==> config.mk <==
export PLATFORM = sky130hd
export DESIGN_NAME = ddr_rd_pattern_gen
export DESIGN_NICKNAME = d
export VERILOG_FILES = /design/src/rtl/ddr_test_pkg.sv /design/src/rtl/ddr_rd_pattern_gen.sv
export SDC_FILE = /design/constraint.sdc
export NUM_CORES = 1
export LEC_CHECK = 0
export CAP_MARGIN = 5
export CORE_MARGIN = 2
export CORE_UTILIZATION = 30
export CTS_BUF_LIST = sky130_fd_sc_hd__clkbuf_16
export CTS_CLUSTER_DIAMETER = 200
export DETAILED_ROUTE_END_ITERATION = 12
export GPL_ROUTABILITY_DRIVEN = 0
export HOLD_SLACK_MARGIN = 0.15
export PLACE_DENSITY = 0.65
export SYNTH_ARGS = -nofsm -noshare
export SYNTH_HDL_FRONTEND = slang
export SYNTH_SLANG_ARGS = --single-unit
==> constraint.sdc <==
create_clock -name clk -period 4.5 [get_ports clk]
set_clock_uncertainty 0.1 [all_clocks]
set_input_delay 1.35 -clock clk [delete_from_list [all_inputs] [get_ports clk]]
set_output_delay 1.35 -clock clk [all_outputs]
set_load 0.05 [all_outputs]
==> src/rtl/ddr_test_pkg.sv <==
// Shared definitions for the DDR read-data checker: state encoding, response
// codes and the address-derived expected-data pattern.
package ddr_test_pkg;

   typedef enum logic [1:0] {
      ST_IDLE = 2'd0,
      ST_RECV = 2'd1,
      ST_GAP  = 2'd2,
      ST_DONE = 2'd3
   } state_t;

   localparam logic [1:0]  RESP_OKAY       = 2'b00;
   localparam logic [31:0] DEFAULT_PATTERN = 32'hA5A5_0000;

   // Expected word for beat idx of a burst starting at base (mod 2^32 add).
   function automatic logic [31:0] exp_data(input logic [31:0] base,
                                            input logic [7:0]  idx,
                                            input logic [31:0] pattern);
      return (base + {24'd0, idx}) ^ pattern;
   endfunction

endpackage

==> src/rtl/ddr_rd_pattern_gen.sv <==
// Registered expected-word generator: loaded on AR acceptance, stepped on each
// accepted beat, so the data compare only sees a flop output.
module ddr_rd_pattern_gen
   import ddr_test_pkg::*;
#(
   parameter int          DATA_W  = 32,
   parameter logic [31:0] PATTERN = DEFAULT_PATTERN
) (
   input  logic              clk,
   input  logic              rst,
   input  logic              load,
   input  logic [31:0]       load_addr,
   input  logic              advance,
   output logic [DATA_W-1:0] exp_word
);

   logic [31:0] addr_q, addr_d;
   logic [31:0] exp_q, exp_d;

   always_comb begin
      addr_d = addr_q;
      exp_d  = exp_q;
      if (load) begin
         addr_d = load_addr;
         exp_d  = exp_data(load_addr, 8'd0, PATTERN);
      end else if (advance) begin
         // Precompute the word for the next beat one cycle ahead.
         addr_d = addr_q + 32'd1;
         exp_d  = exp_data(addr_q, 8'd1, PATTERN);
      end
   end

   always_ff @(posedge clk or posedge rst) begin
      if (rst) begin
         addr_q <= 32'd0;
         exp_q  <= 32'd0;
      end else begin
         addr_q <= addr_d;
         exp_q  <= exp_d;
      end
   end

   assign exp_word = DATA_W'(exp_q);

endmodule

Word-level counts from Yosys, hierarchy flattened. Index checks and enable logic that the tools add are counted.

Bitwise gates (word level): 2. Divide/modulo/power cells: 0. Shift-type cells: 0. Multipliers: 0. Reduce and logical (&&, ||, !) cells: 1. Add/sub/neg operators: 1. Equality and inequality tests: 0. $lt $le $gt $ge: 0. Muxes and demuxes: 4.

Operator list (count): 32-bit two-way mux (4); 32-bit by 1-bit adder with 32-bit output, second input constant (1); 8-bit inverter (2); 2-bit nonzero test (1).

Output and inout bits: 32. Memories kept: 0. Latch bits: 0. Word-level logic and storage cells: 10. Register bits after elaboration: 64. Bits in writable memories: 0. Bits in read-only memories: 0. Bits of input ports: 36.

Longest topological paths before layout. Gate-level depths: netlist of the first run.

Word-level depth: 4. Gate-level depth with buffers: 7. Mapped depth without buffers: 6.

Worst setup path after synthesis of the first run. Ideal clock, no wire load.

Path kind: input port to flip-flop. Start point: input advance. End point: register addr_q[14]. Data arrival time: 2.574 ns. Slack: 1.743 ns. Required time: 4.317 ns. Cell stages on the path: 6. Buffers on the path: 1. Library setup time: 0.083 ns. Cell sequence: buf_2 > nand2_1 > nor3_1 > nand4_1 > xor2_1 > o21ai_0.

Word-level cells in the longest chain between the ends: 1.

Ends and longest elaborated chain: start: declaration (RTL line ddr_rd_pattern_gen.sv:13) `input logic advance,`; 2-bit nonzero test (no line); end signal: assignment (RTL line ddr_rd_pattern_gen.sv:38) `addr_q <= addr_d;`; end: declaration (RTL line ddr_rd_pattern_gen.sv:17) `logic [31:0] addr_q, addr_d;`.

No other way between the ends. A chain may end at the register's enable or synchronous reset.

Worst setup path in the final report of the first run. Same ends and word-level chain as after synthesis.

==> summary.md, run 1 <==
| Metric | Value |
|---|---|
| Avg Cell Area, Syn | 9.07 µm² |
| Clock sink total | 40 |
| Hold_ws | 0.419 ns |
| Post-route cell area | 3220 µm² |
| Met3 GRT Util | 0.0308 |
| Pin count of the biggest net entering global routing | 41 |
| Num CTS Buffers | 5 |
| I/O Buffers | 67 |
| Clock Path Buffers | 2 |
| GR peak layer | met2 |
| Worst slew margin | 0.434 |
| DR vias | 2,071 |
| Share of synthesized flip-flops with an asynchronous set or reset | 1.00 |
| Die Y | 95.4 µm |
| Post-Route WL | 6160 µm |
| Area growth syn-to-layout | 28.7% |
| Die area | 9090 µm² |
| Fin crit period | 3.35 ns |
| Antenna Violating Nets Remaining | 0 |
| Worst setup EP type | flip-flop |
| Root buf cell | clkbuf_16 |
| Crit Path Category | in2reg |
| Fin. Hold Viols | 0 |
| Most common cell after layout, fill and taps aside | clkdlybuf4s50_1 |
| Maximum fanout count along the critical path | 10 |
| DP Area | 3080 µm² |
| Placed insts | 413 |
| Pwr dens | 333 nW/µm² |
| Floorplan die width | 95.4 µm |
| Post-synth EDFFs | 0 |
| Fin nets | 352 |
| Syn Inst Count | 276 |
| Global-route met2 utilization | 0.237 |
| Residual DRC | 0 |
| RSZ-0062 raised after global routing | false |
| Hold_sp | exp_word[21] |
| Fin crit share | 0.745 |
| DR pass1 iterations | 4 |
| VDD IR max | 0.000153 V |
| Top cells by area, synth | dfrtp_1 40%, xor2_1 8.0%, buf_4 7.2% |
| Max-slew violation count | 0 |
| Cts hold-fix bufs | 0 |
| Clock slew at reported path FFs | 0.06 ns |
| DP Wirelength | 4630 µm |
| Grt total ovfl | 0 |
| Met1 Track Usage GR | 0.193 |
| CTS H-tree depth | 2 |
| PostCTS Resize Cnt | 0 |
| Leak Pwr | 1.23 nW |
| Fmax | 298 MHz |
| Commonest cells after routing, fill and taps aside | 67 x clkdlybuf4s50_1, 40 x dfrtp_1, 39 x nand2_1, 24 x o21ai_0, 23 x xor2_1 |
| Vias in the first global route | 2,044 |
| Area leader, netlist | dfrtp_1 |
| Core Rows | 33 |
| Reg2reg start | addr_q[5] |
| Final setup fails | 0 |
| CTS tree | built |
| Synth warn | 0 |
| Max cap viols | 0 |
| Syn_nets | 313 |
| Initial antenna violation count | 0 |
| I/O Pins | 68 |
| Worst path arrival time | 3.45 ns |
| Critical path startpoint | advance |
| Post-Layout Cell Count | 421 |
| Wire per inst | 14.6 µm |
| Register area share after synthesis | 0.400 |
| Final setup TNS | 0 ns |
| Synth top area share | 0.400 |
| Post-synthesis cell area | 2500 µm² |
| Core area | 8130 µm² |
| Global-route wire length before repair | 10,200 µm |
| Worst-Margin Slew | 0.842 ns |
| Netlist cell types | 36 |
| HP Class | reg2reg |
| Req. time, crit path | 4.60 ns |
| Most used flip-flop cell after synthesis | dfrtp_1 |
| Startpoint types | input pin |
| Post-CTS setup buffer count | 0 |
| Ant diodes | 0 |
| Initial DRC Count | 166 |
| Gr usage total | 0.145 |
| Status | completed |
| Share of cells above drive strength 1 | 0.0696 |
| Routed vias/inst | 4.92 |
| FF+latch count, synth | 40 |
| Clk_lat worst skew | 0.28 ns |
| Starting Density | 0.308 |
-- sequential cells by signal, indices dropped and copies added (netlist names) --
register / count
exp_word: 8
addr_q: 32
-- final cells by class --
type,count,area [µm²]
Fill cell,805,4910
Multi-Input combinational cell,193,1240
Sequential cell,40,1000
Timing Repair Buffer,70,693
Tap cell,105,131
Clock buffer,5,125
Inverter,5,18.8
Clock inverter,3,13.8
-- power breakdown --
part | leakage [nW] | internal [mW] | switching, mW
Sequential | 0.478 | 0.394 | 0.0482
Combinational | 0.679 | 0.114 | 0.176
Clock | 0.0710 | 0.201 | 0.140
Total | 1.23 | 0.709 | 0.364
-- final timing paths --
kind,to,slack (ns),cells past startpoint
worst max-delay path,addr_q[14],1.15,6
min in group asynchronous,addr_q[30],1.39,3
max in group asynchronous,addr_q[0],2.55,3
worst min-delay path,exp_word[21],0.42,1
worst max register to register,addr_q[30],2.16,5
worst min register to register,exp_word[21],0.42,1
-- worst max-delay path: stages --
cell and delay, ns:
clkdlybuf4s50_1 0.70, nand2_1 0.23, nor3_1 0.65, nand4_1 0.19
xor2_1 0.18, o21ai_0 0.14
-- per-stage QoR --
step                      power (mW)  worst slack, ns   util
after floorplan                0.654             1.74      -
after global placement         0.737            0.935  0.379
after detailed placement       0.739            0.869  0.379
after CTS                       1.08             1.16  0.396
final                           1.07             1.15  0.396
after global routing            1.12            0.933  0.396
-- synthesized netlist by cell type (all sizes together), types with 3 or more instances --
library cell / instances
dfrtp: 40
nand2: 39
buf: 27
o21ai: 26
xor2: 23
nand4: 16
nor2: 16
nand3: 15
xnor2: 14
clkbuf: 11
a21oi: 8
nor3: 7
nor4: 7
a221o: 6
inv: 5
and3: 3
-- metal layers --
layer	part of all wire	vias to the layer above
met2	0.49	47
met3	0.046	5
met4	0.013	0
li1	-	1011
met5	0	-
met1	0.45	1008
-- logic make-up after synthesis --
| group | after synthesis | share of synthesized area |
|---|---|---|
| xor+xnor | 37 | 0.129 |
| simple gates | 110 | 0.249 |
| compound gates | 42 | 0.0980 |
| mux | 3 | 0.0130 |
| buf+inv | 43 | 0.105 |
| fa+ha+maj | 1 | 0.00500 |
| flops | 40 | 0.400 |
Note: power is estimated with default switching activity, not from simulation.
==> inputs of run 2 (changes only) <==
==> constraint.sdc (replaced) <==
create_clock -name clk -period 3.3 [get_ports clk]
set_clock_uncertainty 0.1 [all_clocks]
set_input_delay 0.99 -clock clk [delete_from_list [all_inputs] [get_ports clk]]
set_output_delay 0.99 -clock clk [all_outputs]
set_load 0.05 [all_outputs]
==> run 2 against run 1 <==
Wire length rose by 4.6%. Critical path depth fell by 5. Clock power rose by 35%. Worst setup slack got worse by 0.53 ns. Cell count rose by 1.4%. Die area did not move. Design area rose by 1.4%. Global-route usage rose by 0.31 points. Largest power group unchanged.
==> summary.md, run 2 (synthesis results as in run 1) <==
| Metric | Value |
|---|---|
| Core area | 8130 µm² (unchanged) |
| Clock Path Buffers | 2 (unchanged) |
| Share of cells above drive strength 1 | 0.0870 (+0.0173) |
| Startpoint types | flip-flop |
| DP Area | 3130 µm² (+1.5%) |
| CTS H-tree depth | 2 (unchanged) |
| Initial DRC Count | 138 (-17%) |
| Worst reg-to-reg path cell count | 5 (unchanged) |
| Pwr dens | 448 nW/µm² (+35%) |
| WHS Endpoint | exp_word[26] |
| VDD IR max | 0.000233 V (+52%) |
| PostCTS Resize Cnt | 0 (unchanged) |
| DR vias | 2,131 (+2.9%) |
| Wire per inst | 15.1 µm (+3.1%) |
| I/O Pins | 68 (unchanged) |
| Fin. Hold Viols | 0 (unchanged) |
| Power after layout | 1.46 mW (+36%) |
| Routed vias/inst | 4.99 (+1.5%) |
| Max cap viols | 0 (unchanged) |
| Dpl ws | 0.370 ns (-0.500 ns) |
| Ant diodes | 0 (unchanged) |
| Antenna Violating Nets Remaining | 0 (unchanged) |
| CTS tree | built |
| Max FFs per register | 32 (unchanged) |
| Fin nets | 358 (+1.7%) |
| Most common cell after layout, fill and taps aside | clkdlybuf4s50_1 |
| Post-Route WL | 6440 µm (+4.6%) |
| Worst path arrival time | 1.60 ns (-1.85 ns) |
| Initial antenna violation count | 0 (unchanged) |
| WP buf/inv | 1 (unchanged) |
| Hold Path Stages | 1 (unchanged) |
| I/O Buffers | 67 (unchanged) |
| Net Switching | 0.495 mW (+36%) |
| Reg2reg end | exp_word[21] |
| Gr usage total | 0.148 (+0.00305) |
| Top reg by flops | addr_q |
| Fin crit share | 0.814 |
| Worst setup EP type | output pin |
| Sw Share | 0.338 (-0.00160) |
| Crit-path slowest cell | clkdlybuf4s50_1 |
| Fin crit period | 2.69 ns |
| Family with the most delay on the worst path | buffers and inverters |
| Residual DRC | 0 (unchanged) |
| RSZ-0062 raised after global routing | false |
| Hold_sp | exp_word[26] |
| Commonest cells after routing, fill and taps aside | 67 x clkdlybuf4s50_1, 40 x dfrtp_1, 39 x nand2_1, 24 x o21ai_0, 23 x xor2_1 |
| Reg2Reg Setup Slack | 1.07 ns (-1.09 ns) |
| Req. time, crit path | 2.21 ns (-2.39 ns) |
| Num CTS Buffers | 5 (unchanged) |
| Leak Pwr | 1.26 nW (+2.6%) |
| Cts hold-fix bufs | 0 (unchanged) |
| Max-slew violation count | 0 (unchanged) |
| Clk_lat worst skew | 0.28 ns (about the same) |
| Final setup fails | 0 (unchanged) |
| Max stage delay on crit path | 0.85 ns (+0.15 ns) |
| Clock slew at reported path FFs | 0.06 ns (about the same) |
| Area growth syn-to-layout | 30.5% |
| Core Rows | 33 (unchanged) |
| Fmax | 372 MHz |
| HP Class | reg2reg |
| Internal power | 0.970 mW (+37%) |
| Pin count of the biggest net entering global routing | 41 (unchanged) |
| Root buf cell | clkbuf_16 |
| Vias in the first global route | 2,125 (+4.0%) |
| Post-CTS setup buffer count | 0 (unchanged) |
| Reg2reg start | addr_q[5] |
| Die area | 9090 µm² (unchanged) |
| DR pass1 iterations | 4 (unchanged) |
| Status | completed |
| Maximum fanout count along the critical path | 7 (-3) |
| Worst-path cell chain | clkdlybuf4s50_1 |
| Worst-Margin Slew | 0.565 ns (-0.277 ns) |
| Final setup TNS | 0 ns (unchanged) |
| Share of power burned in registers | 0.413 (about the same) |
| Post-route cell area | 3270 µm² (+1.4%) |
| Share of total power in the clock network | 0.314 (-0.004) |
| Crit Path Category | reg2out |
| Global-route wire length before repair | 10,400 µm (+2.4%) |
| Floorplan die width | 95.4 µm (unchanged) |
| Combinational share of power | 0.273 (+0.003) |
| Clock sink total | 40 (unchanged) |
| Starting Density | 0.308 (unchanged) |
| Die Y | 95.4 µm (unchanged) |
| Grt total ovfl | 0 (unchanged) |
| Worst slew margin | 0.621 (+0.186) |
| DP Wirelength | 4940 µm (+6.7%) |
| Final setup margin | 0.615 ns (-0.532 ns) |
## run 2: worst max-delay path by stage
stage	from	endpoint	slack [ns]	cells after the start
after floorplan	advance	addr_q[14]	0.90	6
after global placement	advance	addr_q[11]	0.44	6
after detailed placement	advance	addr_q[29]	0.37	6
after CTS	addr_q[8]	exp_word[8]	0.60	1
after global routing	advance	addr_q[29]	0.50	6
final	addr_q[8]	exp_word[8]	0.61	1
## run 2: through the flow
| step | cells | hold slack, ns | utilization |
|---|---|---|---|
| final | 427 | 0.417 | 0.402 |
| after global routing | 427 | 0.450 | 0.402 |
| after CTS | 427 | 0.420 | 0.402 |
| after floorplan | 276 | 0.466 | - |
| after detailed placement | 419 | 0.407 | 0.385 |
| after global placement | 419 | 0.405 | 0.385 |
## run 2: metal layers
layer	share of wire	global-route usage
met5	0	0
met4	0.020	0.0556
met3	0.049	0.0261
met2	0.50	0.246
met1	0.43	0.192
## run 2: power by group through the flow
| stage | registers [mW] | clock network (mW) | logic (mW) |
|---|---|---|---|
| 4_1_cts | 0.605 | 0.469 | 0.405 |
| 2_1_floorplan | 0.626 | 0 | 0.266 |
| 6_report | 0.604 | 0.460 | 0.400 |
| 3_3_place_gp | 0.610 | 0 | 0.398 |
| 5_1_grt | 0.612 | 0.493 | 0.427 |
| 3_5_place_dp | 0.613 | 0 | 0.403 |
## run 2: final cells by class
type	count	area, µm²
well taps	105	131
repair buffers	76	738
flip-flops and latches	40	1000
inverters	5	18.8
clock inverters	3	13.8
multi-input cells	193	1240
clock buffers	5	125
fillers	790	4870
==> inputs of run 3 (changes only) <==
==> constraint.sdc (replaced) <==
create_clock -name clk -period 2.8 [get_ports clk]
set_clock_uncertainty 0.1 [all_clocks]
set_input_delay 0.84 -clock clk [delete_from_list [all_inputs] [get_ports clk]]
set_output_delay 0.84 -clock clk [all_outputs]
set_load 0.05 [all_outputs]
==> run 3 against run 2 <==
Power rose by 24%. Via count fell by 2.8%. Non-clock buffer count did not move. Sequential share of layout area fell by 0.22 points. First-iteration DRC count fell by 20%. Critical path type unchanged. Largest cell class unchanged.
==> summary.md, run 3 (synthesis results as in run 1) <==
| Metric | Value |
|---|---|
| Wire per inst | 14.4 µm (-4.3%) |
| Hold Path Stages | 1 (unchanged) |
| Routed vias/inst | 4.85 (-2.8%) |
| Post-Layout Cell Count | 427 (unchanged) |
| Most common cell after layout, fill and taps aside | clkdlybuf4s50_1 |
| Fmax | 394 MHz |
| Core Rows | 33 (unchanged) |
| Grt total ovfl | 0 (unchanged) |
| Crit-path slowest cell | clkdlybuf4s50_1 |
| Family with the most delay on the worst path | buffers and inverters |
| Clock sink total | 40 (unchanged) |
| Hold_ws | 0.416 ns (-0.00125 ns) |
| Max stage delay on crit path | 0.85 ns (about the same) |
| Top reg by flops | addr_q |
| Post-Route WL | 6170 µm (-4.3%) |
| Fin. Hold Viols | 0 (unchanged) |
| Power after layout | 1.82 mW (+24%) |
| Worst-Margin Slew | 0.518 ns (-0.0468 ns) |
| Antenna Violating Nets Remaining | 0 (unchanged) |
| VDD IR max | 0.000322 V (+38%) |
| I/O Pins | 68 (unchanged) |
| Fin crit share | 0.907 |
| Cts hold-fix bufs | 0 (unchanged) |
| Worst reg-to-reg path cell count | 5 (unchanged) |
| Reg2Reg Setup Slack | 0.58 ns (-0.49 ns) |
| Post-CTS setup buffer count | 0 (unchanged) |
| Pwr dens | 552 nW/µm² (+23%) |
| Worst setup EP type | output pin |
| Req. time, crit path | 1.86 ns (-0.35 ns) |
| Clock Path Buffers | 2 (unchanged) |
| Root buf cell | clkbuf_16 |
| Worst slew margin | 0.654 (+0.0330) |
| Clk_lat worst skew | 0.28 ns (about the same) |
| CTS H-tree depth | 2 (unchanged) |
| Share of cells above drive strength 1 | 0.0839 (-0.00311) |
| Ant diodes | 0 (unchanged) |
| Global-route wire length before repair | 9890 µm (-5.2%) |
| Leak Pwr | 1.27 nW (+0.68%) |
| Final setup fails | 0 (unchanged) |
| DR pass1 iterations | 4 (unchanged) |
| Residual DRC | 0 (unchanged) |
| Fin nets | 358 (unchanged) |
| Reg2reg start | addr_q[5] |
| Max FFs per register | 32 (unchanged) |
| Die Y | 95.4 µm (unchanged) |
| Fin crit period | 2.54 ns |
| WP buf/inv | 1 (unchanged) |
| Maximum fanout count along the critical path | 7 (unchanged) |
| Max cap viols | 0 (unchanged) |
| Initial antenna violation count | 0 (unchanged) |
| Worst-path cell chain | clkdlybuf4s50_1 |
| WHS Endpoint | exp_word[26] |
| Final Core Density | 0.405 (+0.00292) |
| PostCTS Resize Cnt | 0 (unchanged) |
| Num CTS Buffers | 5 (unchanged) |
| CTS tree | built |
| Hold_sp | exp_word[26] |
| Die area | 9090 µm² (unchanged) |
| Vias in the first global route | 2,017 (-5.1%) |
| Initial DRC Count | 110 (-20%) |
| DR vias | 2,072 (-2.8%) |
| RSZ-0062 raised after global routing | false |
| Startpoint types | flip-flop |
| DP Wirelength | 4710 µm (-4.5%) |
| Floorplan die width | 95.4 µm (unchanged) |
| Core area | 8130 µm² (unchanged) |
| Worst path arrival time | 1.60 ns (about the same) |
| Commonest cells after routing, fill and taps aside | 67 x clkdlybuf4s50_1, 40 x dfrtp_1, 39 x nand2_1, 24 x o21ai_0, 23 x xor2_1 |
| Status | completed |
| I/O Buffers | 67 (unchanged) |
| Area growth syn-to-layout | 31.4% |
| Starting Density | 0.308 (unchanged) |
| Max-slew violation count | 0 (unchanged) |
| Pin count of the biggest net entering global routing | 48 (+17%) |
| Placed insts | 419 (unchanged) |
| Final setup TNS | 0 ns (unchanged) |
| Crit Path Category | reg2out |
| HP Class | reg2reg |
| Gr usage total | 0.143 (-0.00499) |
| Clock slew at reported path FFs | 0.06 ns (about the same) |
| Reg2reg end | exp_word[21] |
-- run 3: changes by cell type in the layout (fill, tap and decap cells not counted) --
cell       delta
clkinv_2      -2
bufinv_16     +1
clkinv_1      +1
-- run 3: per-layer routing --
metal,GRT usage,wire length [µm]
met5,0,0
met2,0.241,3050
met3,0.0229,321
met4,0.0543,102
met1,0.185,2700
-- run 3: worst max path at each step --
stage | start | depth (start not counted) | to | slack, ns
2_1_floorplan | advance | 6 | addr_q[14] | 0.55
3_3_place_gp | advance | 6 | addr_q[23] | 0.26
3_5_place_dp | advance | 6 | addr_q[25] | 0.23
4_1_cts | addr_q[8] | 1 | exp_word[8] | 0.25
5_1_grt | addr_q[8] | 1 | exp_word[8] | 0.22
6_report | addr_q[8] | 1 | exp_word[8] | 0.26
-- run 3: report_power, final --
group	switching [mW]	internal, mW
combinational	0.282	0.185
clock	0.224	0.414
sequential	0.0770	0.634
-- run 3: worst reg2reg max path: stages (launching register included) --
cell and delay [ns]:
dfrtp_1 0.45, nand4_4 0.17, or4_4 0.68, nor3_1 0.27
xnor2_1 0.10, a221o_1 0.34
-- run 3: final cells by class --
| type | instances | area (µm²) |
|---|---|---|
| timing repair buffer | 76 | 738 |
| multi-input combinational | 193 | 1240 |
| tap | 105 | 131 |
| sequential | 40 | 1000 |
| clock inverter | 3 | 37.5 |
| clock buffer | 5 | 125 |
| inverter | 5 | 18.8 |
| fill | 809 | 4840 |
-- run 3: metrics by stage --
step	setup slack [ns]	instance area (µm²)
after global routing	0.216	3290
final	0.259	3290
after floorplan	0.553	2500
after detailed placement	0.235	3130
after global placement	0.260	3130
after CTS	0.252	3290
